--- src/rtl/uart_rx_fifo.sv ---
// rtl/uart_rx_fifo.sv - byte FIFO capturing Uart8 receive results with error tracking
module uart_rx_fifo #(
    parameter int DEPTH_LOG2      = 4,
    parameter int ERR_COUNT_WIDTH = 8
) (
    input  logic                       clk,
    input  logic                       rstN,
    input  logic                       rxDone,
    input  logic                       rxErr,
    input  logic [7:0]                 rxByte,
    input  logic                       flush,
    input  logic                       clrFlags,
    input  logic                       outReady,
    output logic                       outValid,
    output logic [7:0]                 outData,
    output logic                       outErr,
    output logic [DEPTH_LOG2:0]        level,
    output logic                       full,
    output logic                       overflow,
    output logic [ERR_COUNT_WIDTH-1:0] errCount
);

    localparam int                   DEPTH      = 1 << DEPTH_LOG2;
    localparam logic [DEPTH_LOG2:0]  LEVEL_FULL = (DEPTH_LOG2+1)'(DEPTH);

    logic [8:0]                 mem_q [DEPTH];
    logic [DEPTH_LOG2-1:0]      wr_ptr_q, wr_ptr_d;
    logic [DEPTH_LOG2-1:0]      rd_ptr_q, rd_ptr_d;
    logic [DEPTH_LOG2:0]        level_q, level_d;
    logic                       overflow_q, overflow_d;
    logic [ERR_COUNT_WIDTH-1:0] err_cnt_q, err_cnt_d;
    logic                       done_prev_q, err_prev_q;
    logic                       primed_q;

    logic       push, err_evt, pop, wr_en, ovf_evt;
    logic [8:0] head;

    // primed_q suppresses a push on the first sample after reset release,
    // so a rxDone level already high at release is not mistaken for an edge.
    assign push    = rxDone & ~done_prev_q & primed_q;
    assign err_evt = primed_q & ((rxErr & ~err_prev_q) | (push & rxErr));

    assign outValid = (level_q != '0);
    assign full     = (level_q == LEVEL_FULL);
    assign pop      = outValid & outReady;
    assign wr_en    = push & ~flush & (~full | pop);
    assign ovf_evt  = push & ~flush & full & ~pop;

    assign head     = mem_q[rd_ptr_q];
    assign outData  = outValid ? head[7:0] : 8'h00;
    assign outErr   = outValid & head[8];
    assign level    = level_q;
    assign overflow = overflow_q;
    assign errCount = err_cnt_q;

    always_comb begin
        wr_ptr_d   = wr_ptr_q;
        rd_ptr_d   = rd_ptr_q;
        level_d    = level_q;
        overflow_d = overflow_q;
        err_cnt_d  = err_cnt_q;

        if (flush) begin
            wr_ptr_d = '0;
            rd_ptr_d = '0;
            level_d  = '0;
        end else begin
            if (wr_en) begin
                wr_ptr_d = wr_ptr_q + 1'b1;
            end
            if (pop) begin
                rd_ptr_d = rd_ptr_q + 1'b1;
            end
            case ({wr_en, pop})
                2'b10:   level_d = level_q + 1'b1;
                2'b01:   level_d = level_q - 1'b1;
                default: level_d = level_q;
            endcase
        end

        if (ovf_evt) begin
            overflow_d = 1'b1;
        end else if (clrFlags) begin
            overflow_d = 1'b0;
        end

        // A same-cycle event wins over the clear and leaves a count of one.
        if (clrFlags) begin
            err_cnt_d = err_evt ? ERR_COUNT_WIDTH'(1) : '0;
        end else if (err_evt && (err_cnt_q != '1)) begin
            err_cnt_d = err_cnt_q + 1'b1;
        end
    end

    always_ff @(posedge clk or negedge rstN) begin
        if (!rstN) begin
            wr_ptr_q    <= '0;
            rd_ptr_q    <= '0;
            level_q     <= '0;
            overflow_q  <= 1'b0;
            err_cnt_q   <= '0;
            done_prev_q <= 1'b0;
            err_prev_q  <= 1'b0;
            primed_q    <= 1'b0;
        end else begin
            wr_ptr_q    <= wr_ptr_d;
            rd_ptr_q    <= rd_ptr_d;
            level_q     <= level_d;
            overflow_q  <= overflow_d;
            err_cnt_q   <= err_cnt_d;
            done_prev_q <= rxDone;
            err_prev_q  <= rxErr;
            primed_q    <= 1'b1;
        end
    end

    always_ff @(posedge clk) begin
        if (wr_en) begin
            mem_q[wr_ptr_q] <= {rxErr, rxByte};
        end
    end

endmodule

--- config.mk ---
export PLATFORM = sky130hd
export DESIGN_NAME = uart_rx_fifo
export DESIGN_NICKNAME = d
export VERILOG_FILES = /design/src/rtl/uart_rx_fifo.sv
export SDC_FILE = /design/constraint.sdc
export NUM_CORES = 1
export LEC_CHECK = 0
export BUFFER_PORTS_ARGS = -buffer_cell sky130_fd_sc_hd__buf_4
export CAP_MARGIN = 20
export CORE_AREA = 2 2 146 148
export CTS_CLUSTER_SIZE = 28
export DETAILED_ROUTE_END_ITERATION = 16
export DIE_AREA = 0 0 148 150
export MAX_ROUTING_LAYER = met4
export PLACE_DENSITY_LB_ADDON = 0.2
export SYNTH_ARGS = -nofsm -noshare
export SYNTH_HDL_FRONTEND = slang
export SYNTH_SLANG_ARGS = --single-unit
--- constraint.sdc ---
create_clock -name clk -period 2.55 [get_ports clk]
set_clock_uncertainty 0.15 [all_clocks]
set_input_delay 0.3825 -clock clk [delete_from_list [all_inputs] [get_ports clk]]
set_output_delay 0.3825 -clock clk [all_outputs]
set_load 0.03 [all_outputs]
* After elaboration in Yosys (flattened, before gate mapping)
Memories as Yosys holds them, arrays and structs flattened. Index checks and enable logic that the tools add are counted.
Operators by class: bitwise logic cells 18, muxes and demuxes 14, $lt $le $gt $ge 0, shift operators 0, eq/ne operators 4, $mul 0, divide/modulo/power cells 0, reductions and logical operators 7, add/subtract/negate cells 5
Operators with widths (number):
- 2-to-1 mux 8 bit | 3
- 2-to-1 mux 4 bit | 4
- bitwise AND 1 bit | 11
- one-hot mux 5 bit (2 select lines) | 1
- adder 4 x 1 -> 4 bit, second input constant | 2
- adder 8 x 1 -> 8 bit, second input constant | 1
- inequality test 8 bit, second input constant | 1
- nonzero test 2 bit | 4
- adder 5 x 1 -> 5 bit, second input constant | 1
- equality test 5 bit, second input constant | 1
- 2-to-1 mux 1 bit | 5
- 2-to-1 mux 5 bit | 1
- NOT 1 bit | 5
- nonzero test 5 bit | 1
- subtractor 5 x 1 -> 5 bit, second input constant | 1
- nonzero test 3 bit | 1
- equality test 2 x 1 -> 1 bit, second input constant | 1
- equality test 2 bit, second input constant | 1
- OR 1 bit | 2
- logical AND 1 bit | 1
Storage, ports and cells: input port bits 15, bits in read-only memories 0, latch bits 0, logic and storage cells 57, output and inout bits 25, flip-flop bits (word level) 25, memories kept 1, bits in writable memories 144
Memories:
- mem_q | words 16, bits a word 9, rd ports 1, clocked after Yosys merged registers in 0, write ports 1, RTL line 26 | logic [8:0] mem_q [DEPTH];

* Longest topological paths before layout
Gate-level depths: netlist (run 1).
word-level depth 9, gate-level depth with buffers 10, mapped depth without buffers 9

* Least setup slack after synthesis (run 1)
OpenSTA, ideal clock, no wires.
path type register -> register, start register level_q[1] (netlist: level[1]), end register level_q[4] (netlist: level[4]), period minus slack after synthesis 2.626 ns, arrival time 2.340 ns, library setup time 0.137 ns, cell stages (with the launch flop) 10, setup slack -0.076 ns, cells stage by stage dfrtp_1 nor4_4 nand2_2 nand3_2 inv_2 ha_1 nand2b_1 a2111o_1 o211ai_1 a31oi_1
Between the ends: longest elaborated chain between the ends 7
RTL lines:
- start, declared | RTL line 29 | logic [DEPTH_LOG2:0] level_q, level_d;
- start signal, assigned | RTL line 108 | level_q <= level_d;
- nonzero test 5 bit (*) | RTL line 43 | assign outValid = (level_q != '0);
- net outValid | RTL line 14 | output logic outValid,
- bitwise AND 1 bit (*) | RTL line 45 | assign pop = outValid & outReady;
- OR 1 bit | RTL line 46 | assign wr_en = push & ~flush & (~full | pop);
- bitwise AND 1 bit | RTL line 46
- equality test 2 x 1 -> 1 bit or equality test 2 bit (tied branches) | RTL line 74 | case ({wr_en, pop})
- one-hot mux 5 bit (2 select lines) | RTL line 74
- 2-to-1 mux 5 bit | RTL line 63 | if (flush) begin
The timed path passes the listed nets; every way through them passes the cells marked *. A chain may end at the register's enable or synchronous reset.

* Worst setup path in the final report (run 1)
start register rd_ptr_q[0], end output port outData[1]
Between the ends: longest elaborated chain between the ends 2
RTL lines:
- start, declared | RTL line 28 | logic [DEPTH_LOG2-1:0] rd_ptr_q, rd_ptr_d;
- start signal, assigned | RTL line 107 | rd_ptr_q <= rd_ptr_d;
- memory (16 x 9 bit)
- 2-to-1 mux 8 bit | RTL line 50 | assign outData = outValid ? head[7:0] : 8'h00;
- end, declared | RTL line 15 | output logic [7:0] outData,
No other way between the ends.

==> results list, run 1 <==
- Number of placement rows: 53
- Initial cell density of the core: 0.342
- Counting flops with an async set or reset pin after synthesis yields a share of 0.148.
- In this run, CTS created clock tree buffers numbering 17.
- The clock passes through at most 2 buffers.
- Antenna violations before repair: 0
- Of all nets on the critical path, the largest fanout is 6.
* FF-to-FF Start: level[2]
* Yosys synthesis warning count: 0
- The most critical setup path has its endpoint at outData[1].
- Die outline area: 22200 um2
- In this run the count of I/O pins placed on the die edge is 40.
- The setup check on the worst reg-to-reg path leaves a slack of 0.10 ns.
- Final-layout setup total negative slack: -1.31 ns
- Status: finished, violations left
- Remaining Overflow, GRT: 0
* Post-detailed-placement half-perimeter wirelength: 9840 um
- Number of max-cap violations: 0
- The largest single stage delay on the critical path is 0.50 ns.
* Sequential area share after synthesis: 0.700
- Once placement finished, the instance area stood at 7850 um2.
- TritonCTS built the clock tree.
- Summing every instance area after synthesis gives 7070 um2.
- Final Hold Violating Endpoints: 0
- Fin. max-slew vios: 0
- First-pass GRT wire length: 24200 um
- On the critical path, the stage with the largest delay is an instance of mux4_2.
* Final core utilization: 0.419
- Mapped Cells: 398
- Most numerous cell types in the synthesized netlist: 144 x edfxtp_1, 36 x mux4_2, 25 x dfrtp_1, 21 x mux2i_1, 17 x nor2_1
* Critical Path Sink Type: output pin
- Of the cells placed in the final design, the portion with a size suffix greater than 1 is 0.333.
* Setup Crit Path Kind: reg2out
- The critical path contains buffers and inverters numbering 4 combined.
- Static leakage: 2.91 nW
- Critical Path Source Type: flip-flop
* Post-synthesis cell type with the largest combined area: edfxtp_1
* Hold Crit Class: in2reg
- Across every metal layer, demand over resource in global routing totals 0.153.
- Primary flip-flop cell chosen by synthesis mapping: edfxtp_1
* Number of levels the H-tree was split into: 4
* Required time at the worst-slack endpoint: 2.02 ns
* Violations in the final reports: setup timing
* DRT antenna net count: 0
- Unrepaired setup endpoints after global routing: true
* Net count of the finished layout: 490
* Most frequently used cell type in the post-synthesis netlist: edfxtp_1
- Setup slack of the critical path after layout: -0.175 ns
* Routability cong.: 0.808
- Number of violations reported at the end of detailed-routing iteration 0: 323
- In this run the critical register-to-register path is captured at level[4].
- Core Footprint: 20700 um2
* Number of nets in the synthesized netlist: 423
* Total area of multi-input combinational cells: 2050 um2
* Clock Root Buffer: clkbuf_16
- Number of clock sinks seen by CTS: 169
- Worst supply voltage drop on vdd: 486 uV
* Register-to-Register Path Depth: 9
- In this run the worst setup path begins at rd_ptr_q[0].
- Port bufs: 39
* Crit path depth: 7
- Clock latency on the worst-skew pair: 0.43 ns
* Area used by sequential logic in the layout: 4950 um2
- Ranked by total cell area, the synthesized netlist is headed by edfxtp_1 61%, mux4_2 11%, dfrtp_1 8.8%.
- A synthesized cell averages 17.8 um2.
* Total Wirelength: 15800 um
- Portion of the clock cycle consumed by the worst path in the final layout: 1.07
* Cells along the critical path: buf_12 > buf_12 > buf_16 > mux4_2 > mux2i_2 > o22ai_1 > buf_4
- The detailed router placed 3823 vias in this run.
- Yosys cell types: 51
- Chip width: 148 um
- Vias in the first global route: 4042
- Number of inserted filler cells in the final layout: 1893
- Number of setup violations in the final report: 9
- Among cell families on the critical path, the largest total delay comes from multiplexers.
- Clock slew at reported path FFs: 0.07 ns
* EDFF count, synth: 144
- Crit path arrival time: 2.19 ns
- Maximum clock frequency: 367 MHz
- Dividing total power by cell area gives a power density of 885 nW/um2.
* Via-per-instance ratio: 5.08
- Most numerous cell on the critical path: buf_12
- After detailed routing, the average wire length per cell comes to 20.9 um.
* Maximum number of pins on one net before global-route repair: 37
* Inserted Diodes: 0
* First drt pass iteration count: 4
- The die is 150 um tall.
- Measured against its own limit, the worst slew margin works out to 0.654.
- For the pin with the worst max-slew slack, the measured transition is 0.519 ns.
* Summed area of non-filler cells in the final layout: 8680 um2
* Min Tclk post-route: 2.72 ns
- Area share of the leading cell type in the synthesized netlist: 0.611
- The area growth from synthesis to layout is 22.7%.
* Number of design rule violations left after detail routing: 0
- The synthesized design contains 169 register bits.
-- kinds of logic after synthesis --
logic type / count (synthesis) / share of synthesized area
flip-flops: 169 / 0.700
AND/OR/NAND/NOR: 73 / 0.0592
multiplexers: 62 / 0.154
AO/OA/AOI/OAI: 42 / 0.0396
buffers and inverters: 34 / 0.0196
adder cells (fa/ha/maj): 10 / 0.0187
XOR/XNOR: 7 / 0.00867
other: 1 / 0.000530
-- flip-flops by register name, summed over array words and instances (netlist names) --
signal       flops
err_prev_q       1
wr_ptr_q         4
errCount         8
rd_ptr_q         4
overflow         1
done_prev_q      1
level            5
mem_q          144
primed_q         1
-- worst min path at each step --
stage | startpoint | endpoint | slack, ns | cells past startpoint
global route | rxErr | err_prev_q | 0.06 | 1
finish | clrFlags | errCount[4] | 0.06 | 2
detailed placement | rstN | errCount[5] | 0.17 | 1
global placement | rstN | errCount[5] | 0.17 | 1
CTS | clrFlags | errCount[4] | 0.04 | 2
floorplan | rstN | done_prev_q | -0.06 | 0
-- where the power goes --
part	leakage [nW]	internal [mW]	switching [mW]
Combinational	0.997	0.972	1.05
Clock	0.291	1.33	1.22
Sequential	1.63	3.05	0.0666
-- cells in the final DEF, fill, tap and decap left out, drive strengths merged, types with 2 or more instances in the layout --
cell type,count
or3,5
nand2,10
o21ai,8
o211ai,2
and3,2
clkinv,6
nand2b,4
nor3b,2
dfrtp,25
mux2i,22
nor4,6
inv,22
a211oi,4
buf,64
clkbuf,19
and2,8
nand4,2
xor2,3
ha,9
edfxtp,144
nand3,8
mux2,4
nor2,17
o31ai,2
mux4,36
or4,2
o22ai,9
a21oi,11
dlygate4sd3,2
nor2b,3
xnor2,4
-- worst reg2reg max path, cell delays in order, from the launching register on --
cell,delay [ns]
dfrtp_2,0.46
nor4_4,0.38
nand2_4,0.13
nand3_2,0.12
inv_2,0.07
ha_1,0.33
nand2b_1,0.11
a2111o_1,0.39
o211ai_1,0.10
a31oi_1,0.10
-- metrics by stage --
| stage | instances | power [mW] | setup WS, ns | hold slack (ns) |
|---|---|---|---|---|
| global placement | 711 | 4.92 | 0.153 | 0.165 |
| detailed placement | 711 | 4.93 | 0.125 | 0.172 |
| CTS | 750 | 7.62 | -0.210 | 0.0445 |
| finish | 753 | 7.68 | -0.175 | 0.0594 |
| global route | 753 | 8.02 | -0.242 | 0.0581 |
| floorplan | 398 | 4.35 | 0.0373 | -0.0631 |
-- metal layers --
layer,global-route usage,up-vias,share of wire
li1,-,1722,-
met1,0.197,1981,0.45
met2,0.246,104,0.49
met3,0.0323,16,0.048
met4,0.0471,0,0.013
met5,-,-,0
-- repair_timing --
item | CTS | global route
hold buffers | 2 | 0
endpoints found under the hold margin | 26 | 0
gates cloned | 2 | 2
pin swaps | 1 | 2
buffers inserted | 3 | 1
resized for setup | 3 | 11
setup endpoints to repair | 9 | 12
-- layout make-up --
type | instances | share of cell area
multi-input combinational | 195 | 0.236
clock inverter | 15 | 0.0202
clock buffer | 17 | 0.0490
sequential | 169 | 0.571
inverter | 14 | 0.00606
tap | 275 | 0.0396
timing repair buffer | 68 | 0.0780
No activity file was read; power rests on OpenSTA's default activity.
==> run 2: changes to the inputs <==
- BUFFER_PORTS_ARGS: -buffer_cell sky130_fd_sc_hd__buf_4 -> not set
- DONT_BUFFER_PORTS: not set -> 1
==> results list, run 2 (synthesis gave the netlist of run 1 again) <==
- Data arrives at the worst endpoint at 2.16 ns.
- In this run the standard cell core region covers 20700 um2.
- TritonCTS clock tree: yes
- For this block, wires on met1 add up to 6690 um.
- The largest single stage delay on the critical path is 0.52 ns.
- Signal routing reaches up to met4.
- Clock slew at reported path FFs: 0.06 ns
- Worst supply voltage drop on vdd: 466 uV
* Antenna violations before repair: 1
* Number of max-cap violations: 0
- Portion of the clock cycle consumed by the worst path in the final layout: 1.06
* Number of setup violations in the final report: 9
- Register-to-register setup slack: 0.12 ns
- Vias in the first global route: 4056
* Number of levels the H-tree was split into: 4
- Entering global routing, the biggest net connects 30 pins.
- Final Hold Violating Endpoints: 0
- The critical path in this run is classified as reg2out.
- Crit path depth: 5
- Status: finished, violations left
- Number of design rule violations left after detail routing: 0
- Total Wirelength: 15200 um
- The later pin in the worst-skew pair is clocked with a latency of 0.42 ns.
* Critical Path Sink Type: output pin
* Wire length on met3: 660 um
* Maximum root-to-sink buffer count: 2
* Total power of the final layout: 7.48 mW
- CTS placed an instance of clkbuf_16 at the clock tree root.
- Reg-to-reg critical path endpoint: mem_q[7][7]
- STA classifies the critical path startpoint as a flip-flop.
* Final-layout setup total negative slack: -1.03 ns
- The top cell types in the final layout, fill and taps aside, are 144 x edfxtp_1, 38 x buf_4, 36 x mux4_2.
* Total power divided by cell area: 866 nW/um2
- Violations in the final reports: setup timing
- The initial utilization of the core area, before any placement, comes to 0.342.
* CP delay by family, top: multiplexers
* DRT antenna net count: 0
* Number of clock sinks seen by CTS: 169
* Most common cell after layout, fill and taps aside: edfxtp_1
- The worst register-to-register path has a depth of 4.
- Once layout is complete, the cells apart from fillers number 749.
- Maximum fanout count along the critical path: 14
* Hold Crit Class: in2reg
- The signal on the critical path passes through buf_12 > mux4_2 > mux2i_1 > o22ai_1 > buf_4.
* Signed area change from the synthesized netlist to the final layout: 22.1%
* Total vias in the final route: 3746
- Unrepaired setup endpoints after global routing: true
- Cell with the largest stage delay on the worst path: mux4_2
- Number of violations reported at the end of detailed-routing iteration 0: 187
- The die is 150 um tall.
* Min Tclk post-route: 2.69 ns
- TritonCTS created 17 clock buffers.
- The final max-slew violation count came to 0.
- Setup slack of the critical path after layout: -0.140 ns
- Total length of routed met2 wires: 7640 um
* Buffering stage count on the worst path with inverters included: 2
- Register with the most flip-flops: mem_q
- For this run, the detailed router's first-pass iteration total came to 4.
- Routability cong.: 0.794
- In the final design database the tool counted 485 nets.
- Via-per-instance ratio: 5.00
- Number of flip-flops under the largest register name: 144
- Static timing analysis puts the maximum clock frequency at 372 MHz.
* Ports: 40
- Post-detailed-placement half-perimeter wirelength: 9420 um
- In the final layout, the share of cells above drive strength 1 is 0.302.
- During placement, the flow inserted port buffers numbering 0.
- GRT Overall Usage: 0.150
* Normalized max-slew margin: 0.546
- The floorplan step set the die width to 148 um.
- Termination of the worst setup path: outData[3]
* Critical Path Start: rd_ptr_q[0]
- For the pin with the worst max-slew slack, the measured transition is 0.681 ns.
* Number of placement rows: 53
* Remaining Overflow, GRT: 0
- Static leakage: 2.86 nW
* Required time at the worst-slack endpoint: 2.02 ns
* Die outline area: 22200 um2
- Wire length per cell after detailed routing: 20.2 um
- Placed cells: 697
- The worst register-to-register path begins at level[0].
- First-pass GRT wire length: 23600 um
==> run 2: stage by stage <==
stage                     worst slack (ns)   util  hold slack (ns)  cell area, um2
after floorplan                     0.0373      -          -0.0631            7080
after global placement               0.178  0.375          -0.0624            7760
after detailed placement             0.124  0.375          -0.0623            7760
after CTS                           -0.173  0.417          0.00762            8630
after global routing                -0.220  0.417          0.00613            8630
final                               -0.140  0.417           0.0237            8630
==> run 2: cell type report <==
type	count	area, um2
antenna	1	2.50
clock buffer	19	433
clock inverter	13	131
fill	1892	12100
inverter	14	52.6
multi-input combinational	195	2070
sequential	169	4950
tap	275	344
timing repair buffer	63	643
==> run 2: what timing repair did <==
item	4_1_cts	5_1_grt
setup endpoints to repair	9	9
setup buffers	2	0
resized for setup	17	1
pin swaps	1	0
gates cloned	2	0
hold buffers	15	0
hold endpoints to repair	188	0
==> run 2: worst register-to-register path, stage by stage (launching register included) <==
cell     delay (ns)
dfrtp_2        0.44
or4_1          0.69
o21ai_2        0.29
nor3b_1        0.11
and2_1         0.39
==> run 2: how the worst min path moves through the flow <==
stage | from | end | slack (ns) | depth (start not counted)
6_report | flush | wr_ptr_q[0] | 0.02 | 2
5_1_grt | flush | wr_ptr_q[0] | 0.006 | 2
4_1_cts | flush | wr_ptr_q[0] | 0.008 | 2
3_5_place_dp | rstN | errCount[3] | -0.06 | 0
3_3_place_gp | rstN | errCount[5] | -0.06 | 0
2_1_floorplan | rstN | done_prev_q | -0.06 | 0
==> run 2: layer usage <==
layer | vias to the layer above | track usage
met5 | - | -
met4 | 0 | 0.0400
met3 | 14 | 0.0439
met2 | 73 | 0.243
met1 | 1947 | 0.187
li1 | 1712 | -
==> run 2: power breakdown <==
part	switching [mW]	internal (mW)	total (mW)
registers	0.0637	3.05	3.11
logic	1.01	0.890	1.90
clock network	1.09	1.37	2.46
total	2.17	5.31	7.48
